<file path="config.mk">
export PLATFORM = sky130hd
export DESIGN_NAME = noc_traffic_node
export DESIGN_NICKNAME = d
export VERILOG_FILES = /design/src/rtl/noc_traffic_node.sv
export SDC_FILE = /design/constraint.sdc
export NUM_CORES = 1
export LEC_CHECK = 0
export ABC_CLOCK_PERIOD_IN_PS = 5000
export BUFFER_PORTS_ARGS = -buffer_cell sky130_fd_sc_hd__buf_2
export CAP_MARGIN = 20
export CORE_UTILIZATION = 60
export CTS_CLUSTER_DIAMETER = 80
export DETAILED_ROUTE_END_ITERATION = 16
export GPL_ROUTABILITY_DRIVEN = 0
export GPL_TIMING_DRIVEN = 0
export PLACE_DENSITY_LB_ADDON = 0.12
export SLEW_MARGIN = 5
export SYNTH_ARGS = -nofsm -noshare
export SYNTH_HDL_FRONTEND = slang
export SYNTH_SLANG_ARGS = --single-unit
</file>
<file path="constraint.sdc">
create_clock -name noc_clk -period 5 [get_ports noc_clk]
set_input_delay 0.75 -clock noc_clk [delete_from_list [all_inputs] [get_ports noc_clk]]
set_output_delay 0.75 -clock noc_clk [all_outputs]
set_load 0.01 [all_outputs]
</file>
<file path="src/rtl/noc_traffic_node.sv">
// NoC endpoint: generates a fixed run of packets towards one destination and
// checks framing, destination and body ordering of everything it receives.
//
// TX state | meaning
// TX_IDLE  | no run started yet
// TX_HEAD  | presenting header flit
// TX_BODY  | presenting body flits 0..PAYLOAD_LEN-1
// TX_TAIL  | presenting tail flit
// TX_GAP   | valid held low between packets
// TX_DONE  | run complete, tx_done high
// RX (per VC): rx_in_pkt=0 waiting for header, rx_in_pkt=1 inside a packet

`ifndef Noc_Data_Width
`define Noc_Data_Width 32
`endif
`ifndef Noc_ID_X_Width
`define Noc_ID_X_Width 4
`endif
`ifndef Noc_ID_Y_Width
`define Noc_ID_Y_Width 4
`endif
`ifndef Noc_Head_H
`define Noc_Head_H 4'hA
`endif
`ifndef Noc_Head_E
`define Noc_Head_E 4'h5
`endif
`ifndef Noc_Tail_H
`define Noc_Tail_H 4'hC
`endif
`ifndef Noc_Tail_E
`define Noc_Tail_E 4'h3
`endif

module noc_traffic_node #(
  parameter logic [`Noc_ID_X_Width-1:0] X_ID      = '0,
  parameter logic [`Noc_ID_Y_Width-1:0] Y_ID      = '0,
  parameter logic [`Noc_ID_X_Width-1:0] DEST_X_ID = '0,
  parameter logic [`Noc_ID_Y_Width-1:0] DEST_Y_ID = '0,
  parameter int VC_NUM      = 2,
  parameter int PKT_NUM     = 51,
  parameter int PAYLOAD_LEN = 1,
  parameter int GAP_CYCLES  = 0
) (
  input  logic                       noc_clk,
  input  logic                       noc_rst_n,
  input  logic                       tx_start,
  input  logic                       rx_enable,
  output logic                       sender_valid,
  input  logic                       sender_ready,
  output logic [`Noc_Data_Width-1:0] sender_flit,
  output logic                       sender_is_header,
  output logic                       sender_is_tail,
  output logic [VC_NUM-1:0]          sender_vc,
  input  logic [VC_NUM-1:0]          receive_valid,
  output logic [VC_NUM-1:0]          receive_ready,
  input  logic [`Noc_Data_Width-1:0] receive_flit,
  input  logic                       receive_is_header,
  input  logic                       receive_is_tail,
  output logic [15:0]                tx_pkt_cnt,
  output logic [15:0]                rx_pkt_cnt,
  output logic [15:0]                err_cnt,
  output logic                       tx_done
);

  localparam logic [15:0] PKT_TOTAL = 16'(PKT_NUM);
  localparam logic [7:0]  BODY_LAST = 8'(PAYLOAD_LEN - 1);
  localparam logic [8:0]  BODY_LEN  = 9'(PAYLOAD_LEN);
  localparam logic [7:0]  GAP_LOAD  = 8'(GAP_CYCLES - 1);
  localparam logic [2:0]  VC_LAST   = 3'(VC_NUM - 1);
  localparam int DY_LSB = 12;
  localparam int DX_LSB = DY_LSB + `Noc_ID_Y_Width;
  localparam logic [`Noc_Data_Width-1:0] HDR_FLIT =
    {`Noc_Head_H, X_ID, Y_ID, DEST_X_ID, DEST_Y_ID, 4'h0, `Noc_Head_E, 4'h0};
  localparam logic [`Noc_Data_Width-1:0] TAIL_FLIT =
    {`Noc_Tail_H, X_ID, Y_ID, DEST_X_ID, DEST_Y_ID, 4'h0, `Noc_Tail_E, 4'h0};

  typedef enum logic [2:0] {TX_IDLE, TX_HEAD, TX_BODY, TX_TAIL, TX_GAP, TX_DONE} tx_state_t;

  tx_state_t         tx_state, tx_next;
  logic [15:0]       pkt_left;
  logic [7:0]        body_idx;
  logic [7:0]        gap_cnt;
  logic [2:0]        vc_idx;
  logic [VC_NUM-1:0] vc_oh;
  logic              start_run;

  assign start_run = tx_start && (tx_state == TX_IDLE || tx_state == TX_DONE);
  assign tx_done   = (tx_state == TX_DONE);

  always_ff @(posedge noc_clk or negedge noc_rst_n) begin
    if (!noc_rst_n) tx_state <= TX_IDLE;
    else            tx_state <= tx_next;
  end

  // Outputs depend only on registered state, so they hold until the handshake.
  always_comb begin
    tx_next          = tx_state;
    sender_valid     = 1'b0;
    sender_is_header = 1'b0;
    sender_is_tail   = 1'b0;
    sender_flit      = '0;
    vc_oh            = '0;
    for (int v = 0; v < VC_NUM; v++) vc_oh[v] = (vc_idx == 3'(v));
    case (tx_state)
      TX_IDLE, TX_DONE: if (tx_start) tx_next = (PKT_NUM == 0) ? TX_DONE : TX_HEAD;
      TX_HEAD: begin
        sender_valid     = 1'b1;
        sender_is_header = 1'b1;
        sender_flit      = HDR_FLIT;
        if (sender_ready) tx_next = TX_BODY;
      end
      TX_BODY: begin
        sender_valid      = 1'b1;
        sender_flit[15:8] = tx_pkt_cnt[7:0];
        sender_flit[7:0]  = body_idx;
        if (sender_ready && body_idx == BODY_LAST) tx_next = TX_TAIL;
      end
      TX_TAIL: begin
        sender_valid   = 1'b1;
        sender_is_tail = 1'b1;
        sender_flit    = TAIL_FLIT;
        if (sender_ready) begin
          if (pkt_left == 16'd1)   tx_next = TX_DONE;
          else if (GAP_CYCLES > 0) tx_next = TX_GAP;
          else                     tx_next = TX_HEAD;
        end
      end
      TX_GAP:  if (gap_cnt == 8'd0) tx_next = TX_HEAD;
      default: tx_next = TX_IDLE;
    endcase
    sender_vc = sender_valid ? vc_oh : '0;
  end

  always_ff @(posedge noc_clk or negedge noc_rst_n) begin
    if (!noc_rst_n) begin
      tx_pkt_cnt <= '0;
      pkt_left   <= '0;
      body_idx   <= '0;
      gap_cnt    <= '0;
      vc_idx     <= '0;
    end else if (start_run) begin
      tx_pkt_cnt <= '0;
      pkt_left   <= PKT_TOTAL;
      body_idx   <= '0;
      vc_idx     <= '0;
    end else begin
      case (tx_state)
        TX_HEAD: if (sender_ready) body_idx <= '0;
        TX_BODY: if (sender_ready) body_idx <= body_idx + 8'd1;
        TX_TAIL: if (sender_ready) begin
          tx_pkt_cnt <= tx_pkt_cnt + 16'd1;
          pkt_left   <= pkt_left - 16'd1;
          vc_idx     <= (vc_idx == VC_LAST) ? 3'd0 : vc_idx + 3'd1;
          gap_cnt    <= GAP_LOAD;
        end
        TX_GAP:  if (gap_cnt != 8'd0) gap_cnt <= gap_cnt - 8'd1;
        default: ;
      endcase
    end
  end

  logic [VC_NUM-1:0]      rx_acc, rx_sel, rx_in_pkt, rx_flag;
  logic [VC_NUM-1:0][8:0] rx_cnt;
  logic                   cur_in, cur_flag, nxt_in, nxt_flag;
  logic [8:0]             cur_cnt, nxt_cnt;
  logic                   dest_ok, pkt_ok, flit_err, rx_evt, err_evt;
  logic                   unused_flit_bits;

  assign unused_flit_bits = ^{receive_flit[`Noc_Data_Width-1:DX_LSB+`Noc_ID_X_Width],
                              receive_flit[DY_LSB-1:8]};

  // Only the lowest accepted VC is processed; the rest of the beat is discarded.
  always_comb begin
    rx_acc   = receive_valid & receive_ready;
    rx_sel   = '0;
    cur_in   = 1'b0;
    cur_flag = 1'b0;
    cur_cnt  = '0;
    for (int v = VC_NUM - 1; v >= 0; v--) begin
      if (rx_acc[v]) begin
        rx_sel    = '0;
        rx_sel[v] = 1'b1;
        cur_in    = rx_in_pkt[v];
        cur_flag  = rx_flag[v];
        cur_cnt   = rx_cnt[v];
      end
    end
    dest_ok  = (receive_flit[DX_LSB +: `Noc_ID_X_Width] == X_ID) &&
               (receive_flit[DY_LSB +: `Noc_ID_Y_Width] == Y_ID);
    nxt_in   = cur_in;
    nxt_flag = cur_flag;
    nxt_cnt  = cur_cnt;
    pkt_ok   = 1'b0;
    flit_err = 1'b0;
    if (receive_is_header) begin
      flit_err = cur_in;
      nxt_in   = 1'b1;
      nxt_cnt  = '0;
      nxt_flag = !dest_ok;
    end else if (receive_is_tail) begin
      if (cur_in && cur_cnt == BODY_LEN && !cur_flag) pkt_ok = 1'b1;
      else                                             flit_err = 1'b1;
      nxt_in = 1'b0;
    end else if (cur_in) begin
      nxt_flag = cur_flag || (receive_flit[7:0] != cur_cnt[7:0]) || cur_cnt[8];
      if (!cur_cnt[8]) nxt_cnt = cur_cnt + 9'd1;
    end else begin
      flit_err = 1'b1;
    end
    rx_evt  = (rx_acc != '0) && pkt_ok;
    err_evt = (rx_acc != '0) && (flit_err || $countones(rx_acc) > 1);
  end

  always_ff @(posedge noc_clk or negedge noc_rst_n) begin
    if (!noc_rst_n) begin
      receive_ready <= '0;
      rx_in_pkt     <= '0;
      rx_flag       <= '0;
      rx_cnt        <= '0;
      rx_pkt_cnt    <= '0;
      err_cnt       <= '0;
    end else begin
      receive_ready <= {VC_NUM{rx_enable}};
      for (int v = 0; v < VC_NUM; v++) begin
        if (rx_sel[v]) begin
          rx_in_pkt[v] <= nxt_in;
          rx_flag[v]   <= nxt_flag;
          rx_cnt[v]    <= nxt_cnt;
        end
      end
      if (rx_evt) rx_pkt_cnt <= rx_pkt_cnt + 16'd1;
      if (err_evt && err_cnt != 16'hFFFF) err_cnt <= err_cnt + 16'd1;
    end
  end

endmodule

</file>
After elaboration in Yosys (flattened, before gate mapping):

Cells that the tools add are included.

* flip-flop bits (word level): 109
* input port bits: 41
* output and inout port bits: 88
* word-level logic and storage cells: 131

* add/sub/neg operators: 9
* magnitude comparators: 1
* equality and inequality tests: 18
* mux-type cells: 54
* bitwise logic cells: 2
* reduce and logical (&&, ||, !) cells: 32

Operators by type and width (count)
* 16-bit 2-to-1 mux: 6
* 9-bit 2-to-1 mux: 6
* 16-bit by 1-bit adder with 16-bit output (second input constant): 3
* 16-bit case mux with 3 select lines: 1
* 8-bit 2-to-1 mux: 5
* 16-bit case mux with 2 select lines: 1
* 8-bit case mux with 2 select lines: 2
* 3-bit 2-to-1 mux: 10
* 1-bit 2-to-1 mux: 19
* 16-bit by 1-bit equality test with 1-bit output (second input constant): 1
* 8-bit logical NOT: 2
* 16-bit != test (second input constant): 1
* 16-bit by 1-bit subtractor with 16-bit output (second input constant): 1
* 3-bit case mux with 5 select lines: 1
* 2-bit != test (second input constant): 6
* 9-bit by 1-bit adder with 9-bit output (second input constant): 1
* 9-bit by 1-bit equality test with 1-bit output (second input constant): 1
* 8-bit by 1-bit adder with 8-bit output (second input constant): 1
* 1-bit logical AND: 8
* 4-bit logical NOT: 2
* 8-bit != test: 1
* 2-bit nonzero test: 4
* 8-bit nonzero test: 1
* 8-bit by 1-bit subtractor with 8-bit output (second input constant): 1
* other kinds (20): 31

Depth between registers and ports, before layout:

Gate-level depths: netlist of the first run.

* depth in word-level cells: 12
* mapped depth: 10
* mapped depth without buffers: 8

Least setup slack after synthesis of the first run:

Ideal clock, no wire load.

* path kind: input -> register
* start point: input port receive_valid[0]
* end point: register err_cnt[11]
* setup time: 0.133 ns
* arrival time: 2.465 ns
* required time: 4.867 ns
* slack: 2.402 ns
* cell stages on the path: 10
* buffers on the path: 3
* cell sequence: buf_4 -> buf_2 -> nand3b_1 -> a21oi_2 -> ha_1 -> and3_1 -> nand4_2 -> buf_6 -> nor3b_1 -> xor2_1

* longest elaborated chain between the ends: 11
* elaborated cells between the ends (all ways): 18
* those cells by class: add/sub (1); order compare (1); eq/ne (1); mux (7); bitwise (1); reduce/logical (7)

Ends and longest elaborated chain
* from (decl): line 55 `input logic [VC_NUM-1:0] receive_valid,`
* 2-bit AND (*): line 175 `rx_acc = receive_valid & receive_ready;`
* 9-bit 2-to-1 mux: line 181 `if (rx_acc[v]) begin`
* 9-bit by 1-bit equality test with 1-bit output: line 202 `if (cur_in && cur_cnt == BODY_LEN && !cur_flag) pkt_ok = 1'b1;`
* 1-bit logical AND (2 in series): line 202
* 1-bit 2-to-1 mux: line 202
* 1-bit 2-to-1 mux: line 201 `end else if (receive_is_tail) begin`
* 1-bit 2-to-1 mux: line 196 `if (receive_is_header) begin`
* 1-bit logical OR: line 212 `err_evt = (rx_acc != '0) && (flit_err || $countones(rx_acc) > 1);`
* 1-bit logical AND (*): line 212
* 1-bit logical AND (*): line 233 `if (err_evt && err_cnt != 16'hFFFF) err_cnt <= err_cnt + 16'd1;`
* to (signal assigned): line 233
* to (decl): line 62 `output logic [15:0] err_cnt,`

Mark *: on every way between the ends. The rest lies on a longest branch, timed or not.
A chain may end at the register's enable or synchronous reset.

Worst setup path in the final report of the first run:

* start point: register tx_state[2]
* end point: output port sender_flit[2]

* longest elaborated chain between the ends: 2
* elaborated cells between the ends (all ways): 4
* those cells by class: eq/ne (3); mux (1)

Ends and longest elaborated chain
* from (decl): line 80 `tx_state_t tx_state, tx_next;`
* from (signal assigned): line 93 `else tx_state <= tx_next;`
* 3-bit by 2-bit equality test with 1-bit output or 3-bit by 1-bit equality test with 1-bit output (tied branches): line 105 `case (tx_state)`
* 16-bit case mux with 3 select lines (*): line 105
* to (decl): line 51 `` output logic [`Noc_Data_Width-1:0] sender_flit, ``

Marks and branches as above.

==> results by group, run 1 <==
Status
  • Status: finished, final reports clean

Synthesis
  • Seq cells post-synth: roughly 110
  • Average cell area after synthesis: 9.20 um^2
  • Number of synthesized flops with an enable pin: 0
  • Synth async-reset ratio: 100%
  • Prevailing post-synth register cell: dfrtp_1
  • Post-synthesis sequential area ratio: 44.8%
  • Synth cell types: 65
  • Cell Area, Synth: 6090 um^2
  • Post-Synthesis Cells: 662
  • Synth warn: 0

Layout
  • Layout cells sized above 1: 19.9%
  • Syn-to-layout area delta: 15.3%
  • Layout Nets: 835
  • Layout fillers: approximately 790
  • Antenna Cells: 0
  • Area of the multi-input gates: a little over 3000 um^2
  • Commonest non-fill, non-tap cell in the layout: dfrtp_1
  • Highest-count cells in the layout ignoring fill and taps: dfrtp_1 (109), buf_2 (99), nor2_1 (80)
  • Register area: 2730 um^2

Timing
  • F_max: 357 MHz
  • Max transition margin: 60.5%
  • Final Hold Vio Count: 0
  • Clk_skew: about 0.012 ns
  • Worst Max-Slew Pin Slew: 0.592 ns
  • Final setup TNS: 0 ns
  • Worst hold margin: 0.243 ns
  • Slew Viols, Final: 0
  • Tmin final: 2.80 ns
  • Final setup viols: 0
  • Final period util: 56.0%
  • Unrepaired setup endpoints after global routing: false

Route
  • Vias/cell: approximately 5.5
  • DR DRC count: 0
  • WL per Instance: between 10 and 15 um
  • WL final: 13500 um
  • First DRT Iteration DRCs: 273
  • Via count: 5098
  • First-pass DRT Iterations: 5
  • Number of routed nets with antenna violations: 0

Hold path
  • Hold crit path type: in -> async

Place
  • IO Port Bufs: 97
  • Dpl hpwl: 9670 um

Floorplanning
  • Die Ht: 103 um
  • Die area: 10600 um^2
  • CORE AREA: 9820 um^2
  • Initial Util: 62.1%
  • Rows: 36
  • # IOs: 129
  • Die W: about 100 um

Clock tree
  • Postcts setup bufs: 0
  • Root buf cell: clkbuf_8
  • Resized Gates After CTS: 0
  • Clk sinks: 109
  • TritonCTS clock tree: built
  • Clock Path Buffers: 2
  • CTS HTree Levels: 3
  • Clock insertion delay at the later pin of the skew report: 0.37 ns
  • Num CTS Buffers: 9
  • Worst-path clk slew: 0.10 ns
  • Post-CTS Hold Buffers: 0

Global routing
  • Total GRT Usage: between 20% and 30%
  • GRT overflow: 0
  • Vias in the first global route: 4754
  • First-pass GRT wire length: 22400 um
  • Initial antenna violation count: 0
  • Largest net degree at the start of global routing: 77

Setup path
  • Critical path data required time: 4.25 ns
  • Critical path class: reg -> out
  • CP Capture Type: output port
  • Critical Path Fanout Max: 10
  • CP startpoint kind: register
  • Critical Path AT: 2.05 ns
  • Worst reg-to-reg setup slack: 2.60 ns

Power and ir drop
  • Pwr per Cell Area: 332 nW/um^2
  • IR drop worst, VDD: 0.000250 V
  • Lkg Pwr: about 3.3 nW

Job
  • Max Cap Viol: 0
through the flow:
step	cell area, um^2	setup slack [ns]	utilization (%)	std cells	power, mW
5_1_grt	7020	2.02	71.5	921	2.49
3_5_place_dp	6820	2.07	69.5	905	1.80
3_3_place_gp	6790	1.96	69.2	904	1.77
4_1_cts	7020	2.20	71.5	921	2.34
6_report	7020	2.20	71.5	921	2.33
2_1_floorplan	6140	2.40	-	674	1.55
cell usage after synthesis (all sizes together) (5+ instances only):
library cell    n  area [um^2]
nor3           13         70.1
a21oi          25          140
nand2b          7         43.8
nand4          13         93.8
nor2           81          312
ha             11          138
nor4            6         58.8
xor2           31          272
dfrtp         109         2730
inv            22         82.6
nor3b           5         37.5
or3            12         75.1
nor2b           8         52.6
o31ai          14          105
nand2          71          269
nor4b           5         71.3
nand3b         11         82.6
and3           12         75.1
and2           17          109
buf            21          158
o21ai          43          219
clkbuf         14         52.6
xnor2          40          350
nand3          34          170
registers in the layout, indices dropped and copies added, names as in the netlist:
name and cells:
rx_cnt 18, err_cnt 16, pkt_left 16, rx_pkt_cnt 16, tx_pkt_cnt 16, body_idx 8
gap_cnt 8, tx_state 3, vc_idx 3, rx_flag 2, rx_in_pkt 2, receive_ready 1
where the power goes:
| part | leakage [nW] | internal (mW) | switching (mW) |
|---|---|---|---|
| sequential | 1.43 | 0.963 | 0.0941 |
| clock | 0.0931 | 0.236 | 0.305 |
| combinational | 1.77 | 0.277 | 0.458 |
logic make-up after synthesis:
logic type | Yosys count | share of synthesized area [%]
fa+ha+maj | 11 | 2.26
xor+xnor | 71 | 10.2
other cells | 1 | 0.0615
simple gates | 304 | 26.2
compound gates | 107 | 11.3
buf+inv | 57 | 4.80
mux | 2 | 0.431
flops | 109 | 44.8
per-layer routing:
metal,share of wire (%),wire length [um],global-route usage [%]
met4,2.1,277,11.6
met5,0,0,0
met2,49,6600,46.3
met1,43,5780,34.5
met3,6.2,838,3.93
path summary, 6_finish.rpt:
check                                 start          endpoint  cells past startpoint
max                             tx_state[2]    sender_flit[2]                      6
min                               noc_rst_n       body_idx[6]                      1
max reg2reg                receive_ready[0]         rx_cnt[8]                      8
min reg2reg                      rx_cnt[14]        rx_cnt[14]                      2
max in group asynchronous         noc_rst_n       err_cnt[13]                      2
min in group noc_clk              rx_enable  receive_ready[0]                      1
critical path, cell delays in order, from the launching register on:
cell      delay, ns
dfrtp_1        0.37
clkbuf_1       0.20
nand2b_1       0.23
nor2_1         0.26
clkbuf_1       0.32
and2_1         0.18
buf_2          0.12
cell type report:
class,count,share of cell area (%)
Buffer,35,2.99
Inverter,22,1.18
Multi-Input combinational cell,508,44.4
Clock inverter,6,1.02
Tap cell,133,2.37
Sequential cell,109,38.8
Clock buffer,10,1.82
Timing Repair Buffer,98,7.39
Note: power is estimated with default switching activity, not from simulation.
==> run 2: changes to the inputs <==
- ABC_AREA: default -> 1
- ABC_CLOCK_PERIOD_IN_PS: 5000 -> 2500
- CORE_UTILIZATION: 60 -> 51
- clock period: 5 -> 2.5 ns (I/O delays scaled with it)
==> results by group, run 2 <==
Setup path
  • CP startpoint kind: register
  • Critical Path AT: 2.59 ns (+0.54 ns)
  • Critical Path Fanout Max: 10 (unchanged)
  • Critical path class: reg -> reg
  • Critical path data required time: 2.75 ns (-1.50 ns)
  • CP Capture Type: register

Synthesis
  • Yosys top cell by area: dfrtp_1
  • Average cell area after synthesis: 7.42 um^2 (-19%)
  • Seq cells post-synth: 109 (unchanged)
  • Prevailing post-synth register cell: dfrtp_1
  • Commonest cells in the netlist: nand2_1 (201), dfrtp_1 (109), inv_1 (105)
  • Top-count cell post-synth: nand2_1
  • Post-Synthesis Cells: 914 (+38%)
  • Synth async-reset ratio: 100% (unchanged)
  • Post-synth top area share: 40.2% (-4.5 points)
  • Cell Area, Synth: 6780 um^2 (+11%)
  • Synth cell types: 41 (-37%)
  • Synth warn: 0 (unchanged)
  • Synth top area cells: dfrtp_1 (40%), nand2_1 (11%), inv_1 (5.8%)
  • Number of synthesized flops with an enable pin: 0 (unchanged)
  • Post-synthesis sequential area ratio: 40.2% (-4.5 points)

Layout
  • Highest-count cells in the layout ignoring fill and taps: nand2_1 (200), dfrtp_1 (109), inv_1 (105)
  • Antenna Cells: 0 (unchanged)
  • Layout Nets: 1095 (+31%)
  • Fin cells: 1220 (+32%)
  • Layout cells sized above 1: 19.7% (-0.27 points)
  • Commonest non-fill, non-tap cell in the layout: nand2_1
  • Max reg flops: 18 (unchanged)
  • Largest register by flop count: rx_cnt
  • Syn-to-layout area delta: 17.6%

Power and ir drop
  • Pwr per Cell Area: 650 nW/um^2 (+96%)
  • IR drop worst, VDD: 0.000551 V (+120%)
  • Lkg Pwr: 4.18 nW (+27%)

Clock tree
  • TritonCTS clock tree: built
  • Clk sinks: 109 (unchanged)
  • Worst-path clk slew: 0.07 ns (-0.03 ns)
  • CTS HTree Levels: 3 (unchanged)
  • Clock Path Buffers: 2 (unchanged)
  • Clock insertion delay at the later pin of the skew report: 0.36 ns (about the same)
  • Num CTS Buffers: 9 (unchanged)
  • Root buf cell: clkbuf_16

Route
  • First-pass DRT Iterations: 5 (unchanged)
  • Number of routed nets with antenna violations: 0 (unchanged)
  • Vias/cell: 5.19 (-6.3%)
  • WL per Instance: 13.0 um (-11%)
  • Via count: 6330 (+24%)
  • WL final: 15900 um (+18%)
  • DR DRC count: 0 (unchanged)
  • First DRT Iteration DRCs: 398 (+46%)

Global routing
  • Vias in the first global route: 5640 (+19%)
  • Total GRT Usage: 24.2% (-2.9 points)
  • GRT overflow: 0 (unchanged)
  • First-pass GRT wire length: 26100 um (+17%)
  • Initial antenna violation count: 0 (unchanged)
  • Largest net degree at the start of global routing: 80 (+3.9%)

Timing
  • Tmin final: approximately 2.3 ns
  • Post-route setup slack: 0.160 ns (-2.04 ns)
  • Worst hold margin: 0.122 ns (-0.121 ns)
  • Final Hold Vio Count: 0 (unchanged)
  • Worst Max-Slew Pin Slew: 0.536 ns (-0.0562 ns)
  • Clk_skew: 0.00949 ns (-0.00246 ns)
  • Slew Viols, Final: 0 (unchanged)
  • Final setup viols: 0 (unchanged)
  • Final period util: 93.6%
  • Max transition margin: 64.3% (+3.7 points)
  • Unrepaired setup endpoints after global routing: false
  • F_max: 427 MHz

Place
  • Placed cell count: 1196 (+32%)
  • Dpl hpwl: 11800 um (+22%)
  • Placement Setup Slack: 0.105 ns (-1.96 ns)
  • IO Port Bufs: 97 (unchanged)

Hold path
  • Hold crit path type: in -> reg

Job
  • Max Cap Viol: 0 (unchanged)

Floorplanning
  • CORE AREA: 12800 um^2 (+30%)
  • Initial Util: 53.1% (-9.0 points)
  • Die area: 13800 um^2 (+30%)
  • Rows: 41 (+14%)
  • # IOs: 129 (unchanged)
  • Die Ht: 117 um (+14%)
  • Die W: 117 um (+14%)

Status
  • Status: finished, final reports clean
==> run 2: cell count changes after synthesis, moves of 16 or more <==
| cell | delta |
|---|---|
| xnor2_1 | -30 |
| nand4_1 | +31 |
| nor2_1 | +20 |
| inv_1 | +83 |
| and2_1 | -16 |
| nand2_1 | +131 |
| nand2_2 | +21 |
| nand3_1 | +37 |
==> run 2: logic make-up (layout without fill, tap and decap cells) <==
group	Yosys count	count (layout)	synth area share, %
AOI/OAI and AO/OA	109	109	8.71
and+or+nand+nor	498	498	34.4
other	1	13	0.0553
xor gates and xnor gates	36	36	4.65
adders and majority gates	11	11	2.03
buffers and inverters	150	272	9.87
DFF	109	109	40.2
==> run 2: worst paths after layout <==
| kind | cells past startpoint | slack, ns | to | startpoint |
|---|---|---|---|---|
| worst min-delay path | 1 | 0.12 | receive_ready[0] | rx_enable |
| worst max-delay path | 16 | 0.16 | err_cnt[6] | receive_ready[0] |
| worst min register to register | 1 | 0.47 | vc_idx[2] | vc_idx[2] |
| min in group asynchronous | 2 | 0.45 | rx_cnt[9] | noc_rst_n |
| max in group asynchronous | 3 | 1.37 | tx_pkt_cnt[0] | noc_rst_n |
| worst max register to register | 16 | 0.16 | err_cnt[6] | receive_ready[0] |
==> run 2: layer usage <==
metal,wire [um],track usage [%],vias to the layer above
met1,7310,31.1,2955
met2,7690,41.2,136
li1,-,-,3215
met5,0,0,-
met4,265,7.17,0
met3,657,4.99,24
==> run 2: power by group <==
part,switching [mW],internal [mW]
Sequential,0.205,2.00
Clock,0.659,0.803
Combinational,0.950,0.568
==> run 2: cell type report <==
type | count | area (um^2)
Clock inverter | 6 | 61.3
Buffer | 35 | 238
Clock buffer | 10 | 239
Timing Repair Buffer | 106 | 612
Sequential cell | 109 | 2730
Multi-Input combinational cell | 667 | 3440
Inverter | 115 | 437
Tap cell | 172 | 215
Fill cell | 1178 | 4800
==> run 2: stage by stage <==
step | instance area (um^2) | util, % | power (mW) | TNS (ns)
after floorplan | 6820 | - | 3.19 | 0
after global placement | 7520 | 58.9 | 3.69 | -28.94
after detailed placement | 7560 | 59.2 | 3.73 | 0
after CTS | 7870 | 61.6 | 5.20 | 0
after global routing | 7970 | 62.4 | 5.51 | 0
final | 7970 | 62.4 | 5.18 | 0
==> run 2: worst max-delay path: stages, from the launching register on <==
cell and delay [ns]:
dfrtp_1 0.37, buf_6 0.15, nand2_4 0.11, buf_6 0.17, or2_1 0.24, nand2_2 0.09, inv_2 0.06, ha_1 0.20
nand2_1 0.10, nor2_2 0.06, nand3_4 0.08, nand2_4 0.05, nand2_4 0.11, nand3_4 0.14, clkbuf_16 0.21, nand2_2 0.05
nand2_1 0.04
==> run 2: timing repair <==
item                                    in CTS  in global routing
hold buffers                                 1                  0
gates resized for setup                      0                  6
buffers inserted                             0                  6
endpoints found under the setup margin       0                 29
endpoints found under the hold margin       30                  0
